File: config.mk
export PLATFORM = sky130hd
export DESIGN_NAME = load_store_unit
export DESIGN_NICKNAME = d
export VERILOG_FILES = /design/src/rtl/lsu_pkg.sv /design/src/rtl/lsu_lane_align.sv /design/src/rtl/load_store_unit.sv
export SDC_FILE = /design/constraint.sdc
export NUM_CORES = 1
export LEC_CHECK = 0
export ABC_AREA = 1
export ABC_CLOCK_PERIOD_IN_PS = 2150
export BUFFER_PORTS_ARGS = -buffer_cell sky130_fd_sc_hd__buf_4
export CAP_MARGIN = 10
export CORE_MARGIN = 1
export CORE_UTILIZATION = 49
export DETAILED_ROUTE_END_ITERATION = 12
export PLACE_DENSITY = 0.8
export SYNTH_ARGS = -nofsm -noshare
export SYNTH_HDL_FRONTEND = slang
export SYNTH_SLANG_ARGS = --single-unit
File: constraint.sdc
create_clock -name clk -period 2.15 [get_ports clk]
set_input_delay 0.1075 -clock clk [delete_from_list [all_inputs] [get_ports clk]]
set_output_delay 0.1075 -clock clk [all_outputs]
set_load 0.01 [all_outputs]
File: src/rtl/lsu_pkg.sv
// rtl/lsu_pkg.sv - shared types and codes for the load/store unit
//
// Purpose: FSM state type, memory access width codes and fault codes used by
//          load_store_unit and lsu_lane_align.
// Ports:   none (package)

package lsu_pkg;

  typedef enum logic [1:0] {
    IDLE = 2'd0,
    WAIT = 2'd1,
    RESP = 2'd2
  } lsu_state_t;

  // Access width encoding as produced by the control unit.
  localparam logic [1:0] DATAWIDTH_BYTE  = 2'b00;
  localparam logic [1:0] DATAWIDTH_SHORT = 2'b01;
  localparam logic [1:0] DATAWIDTH_WORD  = 2'b10;

  // Fault codes reported alongside done.
  localparam logic [1:0] LSU_FAULT_NONE      = 2'b00;
  localparam logic [1:0] LSU_FAULT_MISALIGN  = 2'b01;
  localparam logic [1:0] LSU_FAULT_ILLEGAL   = 2'b10;
  localparam logic [1:0] LSU_FAULT_TIMEOUT   = 2'b11;

endpackage

File: src/rtl/lsu_lane_align.sv
// rtl/lsu_lane_align.sv - byte-lane steering and load extraction for the LSU
//
// Purpose: purely combinational. Computes byte enables and lane-replicated
//          store data from the low address bits and width, extracts and
//          extends the addressed bytes of a loaded word, and flags illegal
//          widths and misaligned accesses.
// Ports:
//   addr_lo     in   2   addr[1:0] of the access
//   width       in   2   access width code
//   sign_ext    in   1   1 = sign-extend sub-word loads, 0 = zero-extend
//   wdata       in   32  raw store data
//   mem_rdata   in   32  word returned by memory
//   be          out  4   byte enables (0 for an illegal width)
//   wdata_al    out  32  lane-replicated store data
//   rdata_ext   out  32  extracted and extended load data
//   misaligned  out  1   access crosses its natural alignment
//   illegal     out  1   width code is not a legal encoding

module lsu_lane_align
  import lsu_pkg::*;
(
  input  logic [1:0]  addr_lo,
  input  logic [1:0]  width,
  input  logic        sign_ext,
  input  logic [31:0] wdata,
  input  logic [31:0] mem_rdata,
  output logic [3:0]  be,
  output logic [31:0] wdata_al,
  output logic [31:0] rdata_ext,
  output logic        misaligned,
  output logic        illegal
);

  logic [7:0]  byte_sel;
  logic [15:0] half_sel;

  always_comb begin
    byte_sel = 8'h00;
    case (addr_lo)
      2'd0:    byte_sel = mem_rdata[7:0];
      2'd1:    byte_sel = mem_rdata[15:8];
      2'd2:    byte_sel = mem_rdata[23:16];
      default: byte_sel = mem_rdata[31:24];
    endcase
    half_sel = addr_lo[1] ? mem_rdata[31:16] : mem_rdata[15:0];
  end

  always_comb begin
    be         = 4'b0000;
    wdata_al   = wdata;
    rdata_ext  = mem_rdata;
    misaligned = 1'b0;
    illegal    = 1'b0;
    case (width)
      DATAWIDTH_BYTE: begin
        be        = 4'b0001 << addr_lo;
        wdata_al  = {4{wdata[7:0]}};
        rdata_ext = sign_ext ? {{24{byte_sel[7]}}, byte_sel} : {24'h0, byte_sel};
      end
      DATAWIDTH_SHORT: begin
        be         = addr_lo[1] ? 4'b1100 : 4'b0011;
        wdata_al   = {2{wdata[15:0]}};
        rdata_ext  = sign_ext ? {{16{half_sel[15]}}, half_sel} : {16'h0, half_sel};
        misaligned = addr_lo[0];
      end
      DATAWIDTH_WORD: begin
        be         = 4'b1111;
        misaligned = (addr_lo != 2'b00);
      end
      default: begin
        // Illegal width takes priority, so misaligned stays low here.
        illegal = 1'b1;
      end
    endcase
  end

endmodule

File: src/rtl/load_store_unit.sv
// rtl/load_store_unit.sv - load/store unit between execute stage and data memory
//
// Purpose: accepts a memory op on start, issues it on a req/ack bus with
//          steered byte lanes, extends load data, and reports completion
//          with a one-cycle done pulse and a fault code.
// Ports:
//   clk, rst         clock and synchronous active-high reset
//   start            begin an op (sampled only in IDLE)
//   lsu_we           1 = store, 0 = load
//   data_width       00 byte, 01 half, 10 word, 11 illegal
//   lsu_sign_extend  sign- vs zero-extension for sub-word loads
//   addr, wdata      byte address and store data
//   busy, done       op in flight / completion pulse
//   rdata, fault     extended load result / fault code valid with done
//   mem_req .. mem_wdata  registered bus request, held until mem_ack
//   mem_ack, mem_rdata    bus completion and load word

module load_store_unit
  import lsu_pkg::*;
#(
  parameter int TIMEOUT_CYCLES = 255
)
(
  input  logic        clk,
  input  logic        rst,
  input  logic        start,
  input  logic        lsu_we,
  input  logic [1:0]  data_width,
  input  logic        lsu_sign_extend,
  input  logic [31:0] addr,
  input  logic [31:0] wdata,
  output logic        busy,
  output logic        done,
  output logic [31:0] rdata,
  output logic [1:0]  fault,
  output logic        mem_req,
  output logic        mem_we,
  output logic [31:0] mem_addr,
  output logic [3:0]  mem_be,
  output logic [31:0] mem_wdata,
  input  logic        mem_ack,
  input  logic [31:0] mem_rdata
);

  localparam int CW = $clog2(TIMEOUT_CYCLES + 1);

  lsu_state_t  state;
  logic        lat_we;
  logic        lat_sext;
  logic [1:0]  lat_width;
  logic [1:0]  lat_addr_lo;
  logic [CW-1:0] wait_cnt;
  logic [CW-1:0] cnt_nxt;
  logic        timeout_hit;

  logic        in_idle;
  logic [1:0]  al_addr_lo;
  logic [1:0]  al_width;
  logic        al_sext;
  logic [3:0]  al_be;
  logic [31:0] al_wdata;
  logic [31:0] al_rdata;
  logic        al_misaligned;
  logic        al_illegal;

  // In IDLE the aligner looks at the live op fields so the request can be
  // built on the accepting edge; afterwards it uses the latched copies so
  // later changes on the inputs cannot disturb the in-flight op.
  assign in_idle    = (state == IDLE);
  assign al_addr_lo = in_idle ? addr[1:0]       : lat_addr_lo;
  assign al_width   = in_idle ? data_width      : lat_width;
  assign al_sext    = in_idle ? lsu_sign_extend : lat_sext;

  lsu_lane_align u_lane_align (
    .addr_lo    (al_addr_lo),
    .width      (al_width),
    .sign_ext   (al_sext),
    .wdata      (wdata),
    .mem_rdata  (mem_rdata),
    .be         (al_be),
    .wdata_al   (al_wdata),
    .rdata_ext  (al_rdata),
    .misaligned (al_misaligned),
    .illegal    (al_illegal)
  );

  // wait_cnt holds the number of WAIT cycles already elapsed without ack;
  // the op times out at the end of the TIMEOUT_CYCLES-th WAIT cycle.
  assign cnt_nxt     = wait_cnt + CW'(1);
  assign timeout_hit = (cnt_nxt == CW'(TIMEOUT_CYCLES));

  always_ff @(posedge clk) begin
    if (rst) begin
      state       <= IDLE;
      busy        <= 1'b0;
      done        <= 1'b0;
      rdata       <= 32'h0;
      fault       <= LSU_FAULT_NONE;
      mem_req     <= 1'b0;
      mem_we      <= 1'b0;
      mem_addr    <= 32'h0;
      mem_be      <= 4'b0000;
      mem_wdata   <= 32'h0;
      lat_we      <= 1'b0;
      lat_sext    <= 1'b0;
      lat_width   <= 2'b00;
      lat_addr_lo <= 2'b00;
      wait_cnt    <= '0;
    end else begin
      case (state)
        IDLE: begin
          done <= 1'b0;
          if (start) begin
            lat_we      <= lsu_we;
            lat_sext    <= lsu_sign_extend;
            lat_width   <= data_width;
            lat_addr_lo <= addr[1:0];
            busy        <= 1'b1;
            if (al_illegal) begin
              fault <= LSU_FAULT_ILLEGAL;
              done  <= 1'b1;
              state <= RESP;
            end else if (al_misaligned) begin
              fault <= LSU_FAULT_MISALIGN;
              done  <= 1'b1;
              state <= RESP;
            end else begin
              mem_req   <= 1'b1;
              mem_we    <= lsu_we;
              mem_addr  <= {addr[31:2], 2'b00};
              mem_be    <= al_be;
              mem_wdata <= al_wdata;
              wait_cnt  <= '0;
              state     <= WAIT;
            end
          end
        end

        WAIT: begin
          // Ack is checked first so a same-cycle ack beats the timeout.
          if (mem_ack && mem_req) begin
            if (!lat_we) begin
              rdata <= al_rdata;
            end
            mem_req <= 1'b0;
            mem_we  <= 1'b0;
            fault   <= LSU_FAULT_NONE;
            done    <= 1'b1;
            state   <= RESP;
          end else if (timeout_hit) begin
            mem_req <= 1'b0;
            mem_we  <= 1'b0;
            fault   <= LSU_FAULT_TIMEOUT;
            done    <= 1'b1;
            state   <= RESP;
          end else begin
            wait_cnt <= cnt_nxt;
          end
        end

        RESP: begin
          done  <= 1'b0;
          busy  <= 1'b0;
          state <= IDLE;
        end

        default: begin
          done    <= 1'b0;
          busy    <= 1'b0;
          mem_req <= 1'b0;
          mem_we  <= 1'b0;
          state   <= IDLE;
        end
      endcase
    end
  end

endmodule

==> results of run 1 <==
[how the worst max path moves through the flow]
stage	start	to	slack (ns)	depth (start not counted)
6_report	state[1]	rdata[10]	0.11	9
5_1_grt	state[1]	mem_wdata[31]	-0.05	9
4_1_cts	state[0]	mem_wdata[23]	0.08	10
3_5_place_dp	state[0]	mem_wdata[23]	0.10	10
3_3_place_gp	state[1]	mem_wdata[8]	0.18	10
2_1_floorplan	state[1]	mem_be[1]	0.45	12
[registers in the layout, indices dropped and copies added, names as in the netlist]
name         cells
mem_wdata       32
rdata           32
mem_addr        30
wait_cnt         8
mem_be           4
fault            2
lat_addr_lo      2
lat_width        2
state            2
busy             1
done             1
lat_sext         1
lat_we           1
mem_req          1
mem_we           1
[layout by cell type (no fill, tap or decap), drive strengths merged]
| cell | n |
|---|---|
| nand3b | 1 |
| dfxtp | 120 |
| xor2 | 1 |
| o22ai | 7 |
| nand2 | 201 |
| nand3 | 26 |
| dlygate4sd3 | 91 |
| a31oi | 29 |
| o21bai | 1 |
| inv | 73 |
| clkinv | 6 |
| nor2 | 65 |
| conb | 2 |
| nand4 | 2 |
| o211ai | 1 |
| clkbuf | 18 |
| buf | 226 |
| o21ai | 101 |
| clkinvlp | 2 |
| bufinv | 5 |
| ha | 2 |
| a21oi | 91 |
| or2 | 2 |
[logic make-up (layout without fill, tap and decap cells)]
family / Yosys count / after routing / share of synthesized area [%]
AO/OA/AOI/OAI: 230 / 230 / 22.32
XOR/XNOR: 1 / 1 / 0.1623
adder cells (fa/ha/maj): 2 / 2 / 0.4635
buffers and inverters: 117 / 421 / 9.550
flip-flops: 120 / 120 / 44.51
other: 1 / 2 / 0.06947
AND/OR/NAND/NOR: 297 / 297 / 22.93
[power breakdown]
part | internal [uW] | switching [uW]
Combinational | 1590 | 2290
Sequential | 2760 | 335
Clock | 2010 | 1110
Total | 6350 | 3730
[repair_timing]
action                                  4_1_cts  5_1_grt
endpoints found under the hold margin        87        0
hold buffers                                 91        0
endpoints found under the setup margin        0       68
setup buffers                                 0        1
resized for setup                             0       11
[critical path: cells and delay by family, from the launching register on]
family,cells,cell delay (ns)
AND/OR/NAND/NOR,4,0.58
flip-flops,1,0.44
AO/OA/AOI/OAI,2,0.37
buffers and inverters,3,0.53
[stage by stage]
| step | setup WS [ns] | std cells | hold WS, ns | power (uW) | area (sq um) |
|---|---|---|---|---|---|
| detailed placement | 0.1006 | 1085 | 0.3681 | 6573 | 7068 |
| floorplan | 0.4469 | 769 | 0.2424 | 5093 | 5401 |
| finish | 0.1100 | 1209 | 0.02881 | 10090 | 8683 |
| global route | -0.04841 | 1209 | 0.05290 | 10540 | 8683 |
| global placement | 0.1835 | 1085 | 0.3476 | 6520 | 7068 |
| CTS | 0.08048 | 1207 | 0.01520 | 9819 | 8618 |
[cell type report]
class | count | area [sq um] | area share [%]
sequential | 120 | 2402 | 27.67
tap | 136 | 170.2 | 1.960
multi-input combinational | 532 | 2506 | 28.86
inverter | 72 | 275.3 | 3.170
timing repair buffer | 318 | 2690 | 30.98
clock inverter | 14 | 225.2 | 2.594
clock buffer | 17 | 414.1 | 4.769
[routing by layer]
layer  part of all wire [%]  vias up  GRT usage, %  routed length (um)
li1                       -     3099             -                   -
met1                     37     3038         41.05                7612
met2                     49      448         58.76               10070
met3                    9.8      107         7.842                2021
met4                    4.8        0         19.57                1001
met5                      0        -             0                   0
==> metrics.yaml, run 1 <==
status: "complete, no violations"
synth_cell_types: 31
finalCritPeriodShare_pct: 94.88
dr.pass1.iters: 8
maxCapViolations: 0
fill_cells: 615
grt-ovfl-total: 0
synth.most_common_cell: "nand2_1"
hp-start: "mem_rdata[18]"
r2r-end: "rdata[10]"
max_freq_mhz: 490.2
yosys-top-cells-count: "nand2_1, dfxtp_1, o21ai_0, a21oi_1, inv_1"
crit_chain: "inv_2 -> nand2_2 -> nand2_1 -> nand2_2 -> buf_4 -> buf_4 -> nand2_1 -> a21oi_1 -> a31oi_1"
grt_pass1_wl_um: 31050
start_kind: "register"
postSynth.asyncResetShare_pct: 0
p_leak_uw: 0.004063
cts_tree: "done"
die-area_sq_um: 11440
setup_violations: 0
synth_seq_cells: 120
grt_max_degree: 61
syn_area_sq_um: 5398
numPortBuffers: 207
cp-end-kind: "register"
final_core_util_pct: 82.63
synthFlopType: "dfxtp_1"
insertion_delay_ns: 0.53
cp_max_fo: 14
min_path_type: "in2reg"
required_ns: 2.56
hold_viol: 0
antenna_found_initial: 0
drv_slew: 0
syn_avg_cell_area_sq_um: 7.028
die_height_um: 107.0
vias: 6692
r2r_cells: 9
rr_startpoint: "state[1]"
cts_made_buffers: 17
start_util_pct: 51.36
first_global_vias: 6357
io_pins: 210
critPathMaxStageDelay_ns: 0.44
worstSetupPathType: "reg2reg"
n_antenna_cell: 0
cpMaxStageDelayCell: "dfxtp_1"
coreArea_sq_um: 10510
fin_skew_ns: 0.008445
synth_top_area_share_pct: 44.51
yosysSeqAreaShare_pct: 44.51
clock_path_buffers: 2
clkTransAtPathRegs_ns: 0.06
fin_crit_ns: 2.040
hold_path_depth: 5
synth_area_leaders: "dfxtp_1, nand2_1, o21ai_0"
arrival_ns: 2.45
gp_congestion: 0.9277
yosys_warnings: 0
num_rows: 37
final_net_count: 1167
cts_max_level: 4
wl_um: 20700
clkSinkCount: 120
tns_ns: 0
reg2reg_setup_slack_ns: 0.11
drtAntennaViolNets: 0
area_growth_pct: 60.87
drive_gt1_share_pct: 26.28
die_x_um: 107.0
powerDensity_nw_per_um2: 1162
wire_per_inst_um: 17.12
cts_root_buf: "clkbuf_8"
drt_iter0_drc: 739
synth_edf_count: 0
worst_ir_drop_vdd_mv: 0.7582
synth_top_area_cell: "dfxtp_1"
syn_inst: 768
hold_end: "rdata[18]"
vias_per_cell: 5.535
drc: 0
place_hpwl_um: 12020
grt.total_usage_pct: 34.95
Power figures use the tool's default switching activity.
==> inputs of run 2 (changes only) <==
--- a/config.mk
+++ b/config.mk
@@ -9,10 +9,12 @@
 export ABC_CLOCK_PERIOD_IN_PS = 2150
 export BUFFER_PORTS_ARGS = -buffer_cell sky130_fd_sc_hd__buf_4
 export CAP_MARGIN = 10
+export CELL_PAD_IN_SITES_DETAIL_PLACEMENT = 1
+export CELL_PAD_IN_SITES_GLOBAL_PLACEMENT = 2
 export CORE_MARGIN = 1
-export CORE_UTILIZATION = 49
+export CORE_UTILIZATION = 25
 export DETAILED_ROUTE_END_ITERATION = 12
-export PLACE_DENSITY = 0.8
+export PLACE_DENSITY_LB_ADDON = 0.1
 export SYNTH_ARGS = -nofsm -noshare
 export SYNTH_HDL_FRONTEND = slang
 export SYNTH_SLANG_ARGS = --single-unit
==> metrics.yaml, run 2 (synthesis gave the netlist of run 1 again) <==
hold_viol: 0  # unchanged
worst_ir_drop_vdd_mv: 0.5707  # was 0.7582 mV
dp.cells: 1228  # was 1085
worst_path_most_repeated_cell: "nand2_1"
arrival_ns: 2.26  # was 2.45 ns
wire_per_inst_um: 15.84  # was 17.12 um
critPathMaxStageDelay_ns: 0.34  # was 0.44 ns
clkPwrFrac_pct: 30.3  # was 30.8%
min_path_type: "in2reg"  # unchanged
place_hpwl_um: 14680  # was 12020 um
grt.total_usage_pct: 19.31  # was 34.95%
cts_made_buffers: 17  # unchanged
start_kind: "register"  # unchanged
pre_cts_ws_ns: 0.07841  # was 0.1006 ns
crit_chain: "ha_1 -> nand2_1 -> inv_1 -> nand2_1 -> nand2_1 -> nor2_1 -> nand2_1 -> nor2_1 -> nand2_1 -> nand2_1 -> inv_2 -> nor2_4 -> nand2_1 -> a21oi_1"  # was inv_2 -> nand2_2 -> nand2_1 -> nand2_2 -> buf_4 -> buf_4 -> nand2_1 -> a21oi_1 -> a31oi_1
fin_skew_ns: 0.009434  # was 0.008445 ns
swShare_pct: 37.16  # was 37.01%
switchingPower_uw: 3685  # was 3734 uW
die_x_um: 148.9  # was 107.0 um
max_freq_mhz: 523.8  # was 490.2 MHz
layout_commonest_cell: "buf_4"  # unchanged
cp_max_fo: 9  # was 14
cts_max_level: 4  # unchanged
critPathBufInv: 2  # was 3
p_int_uw: 6230  # was 6355 uW
tns_ns: 0  # unchanged
crit_family: "simple AND/OR/NAND/NOR gates"  # unchanged
status: "complete, no violations"  # unchanged
finalWorstSetupSlack_ns: 0.2407  # was 0.1100 ns
power_frac_comb_pct: 38.8  # was 38.5%
num_rows: 53  # was 37
required_ns: 2.50  # was 2.56 ns
critPathLaunch: "wait_cnt[1]"  # was state[1]
drive_gt1_share_pct: 27.32  # was 26.28%
first_global_vias: 6299  # was 6357
die-area_sq_um: 22180  # was 11440 sq um
reg.largest.list: "mem_wdata (32), rdata (32), mem_addr (30)"  # unchanged
worstSetupPathType: "reg2reg"  # unchanged
drtAntennaViolNets: 0  # unchanged
numPortBuffers: 207  # unchanged
gp_congestion: 0.8071  # was 0.9277
grt-ovfl-total: 0  # unchanged
worst_pin_slew_ns: 0.5632
hp-start: "mem_rdata[10]"  # was mem_rdata[18]
layout.cells.non_filler: 1344  # was 1209
drv_slew: 0  # unchanged
relSlewSlack_pct: 62.45
cp-end-kind: "register"  # unchanged
clock_path_buffers: 2  # unchanged
cts_root_buf: "clkbuf_16"  # was clkbuf_8
cts_tree: "done"  # unchanged
grt_max_degree: 47  # was 61
clkTransAtPathRegs_ns: 0.06  # about the same
antenna_found_initial: 0  # unchanged
n_antenna_cell: 0  # unchanged
die_height_um: 148.9  # was 107.0 um
wl_um: 21290  # was 20700 um
area_growth_pct: 62.19  # was 60.87%
cpMaxStageDelayCell: "dfxtp_2"  # was dfxtp_1
coreArea_sq_um: 21090  # was 10510 sq um
rr_startpoint: "wait_cnt[1]"  # was state[1]
drt_iter0_drc: 155  # was 739
maxCapViolations: 0  # unchanged
vias_per_cell: 4.549  # was 5.535
io_pins: 210  # unchanged
start_util_pct: 25.60  # was 51.36%
insertion_delay_ns: 0.42  # was 0.53 ns
power_frac_seq_pct: 30.9  # was 30.7%
dr.pass1.iters: 5  # was 8
clkSinkCount: 120  # unchanged
vias: 6114  # was 6692
p_leak_uw: 0.004026  # was 0.004063 uW
final_net_count: 1162  # was 1167
grt_pass1_wl_um: 33070  # was 31050 um
drc: 0  # unchanged
finalCritPeriodShare_pct: 88.80  # was 94.88%
final_cell_mix: "buf_4, nand2_1, dfxtp_1"  # unchanged
setup_violations: 0  # unchanged
powerDensity_nw_per_um2: 1133  # was 1162 nW/um^2
fin_crit_ns: 1.909  # was 2.040 ns
## run 2: final timing paths
check | to | slack (ns) | depth (start not counted)
setup / recovery | wait_cnt[6] | 0.24 | 14
hold reg to reg | lat_width[1] | 0.46 | 2
hold / removal | rdata[10] | 0.02 | 3
setup reg to reg | wait_cnt[6] | 0.24 | 14
## run 2: worst min-delay path: cells and delay by family
family | cells | cell delay [ns]
compound gates | 2 | 0.21
buf+inv | 1 | 0.09
## run 2: repair_timing
action,CTS,global route
gates resized for setup,0,7
setup buffers,0,4
endpoints found under the setup margin,0,69
hold buffers,79,0
hold endpoints to repair,82,0
## run 2: power groups by stage
stage	Sequential, uW	Clock (uW)	Combinational, uW
2_1_floorplan	3290	0	1810
3_3_place_gp	3110	0	3680
3_5_place_dp	3110	0	3690
4_1_cts	3070	3080	3830
5_1_grt	3130	3170	4280
6_report	3070	3000	3850
## run 2: layout make-up
cell class	count	area, sq um
Timing Repair Buffer	312	2603
Multi-Input combinational cell	533	2517
Fill cell	2617	12330
Sequential cell	120	2405
Tap cell	275	344.1
Inverter	72	272.8
Clock buffer	18	439.2
Clock inverter	14	173.9
## run 2: metrics by stage
step	instance area [sq um]	total power, uW	hold WS [ns]	util [%]
after floorplan	5401	5093	0.2424	-
after global placement	7289	6792	0.3522	34.57
after detailed placement	7289	6798	0.3593	34.57
after CTS	8693	9982	0.003853	41.22
after global routing	8755	10580	0.006050	41.52
final	8755	9915	0.01813	41.52
## run 2: per-layer routing
layer / wire [um] / share of wire, % / GRT usage [%]
met4: 267 / 1.3 / 5.612
met2: 10430 / 49 / 33.65
met3: 1049 / 4.9 / 4.832
met1: 9542 / 45 / 23.26
met5: 0 / 0 / 0
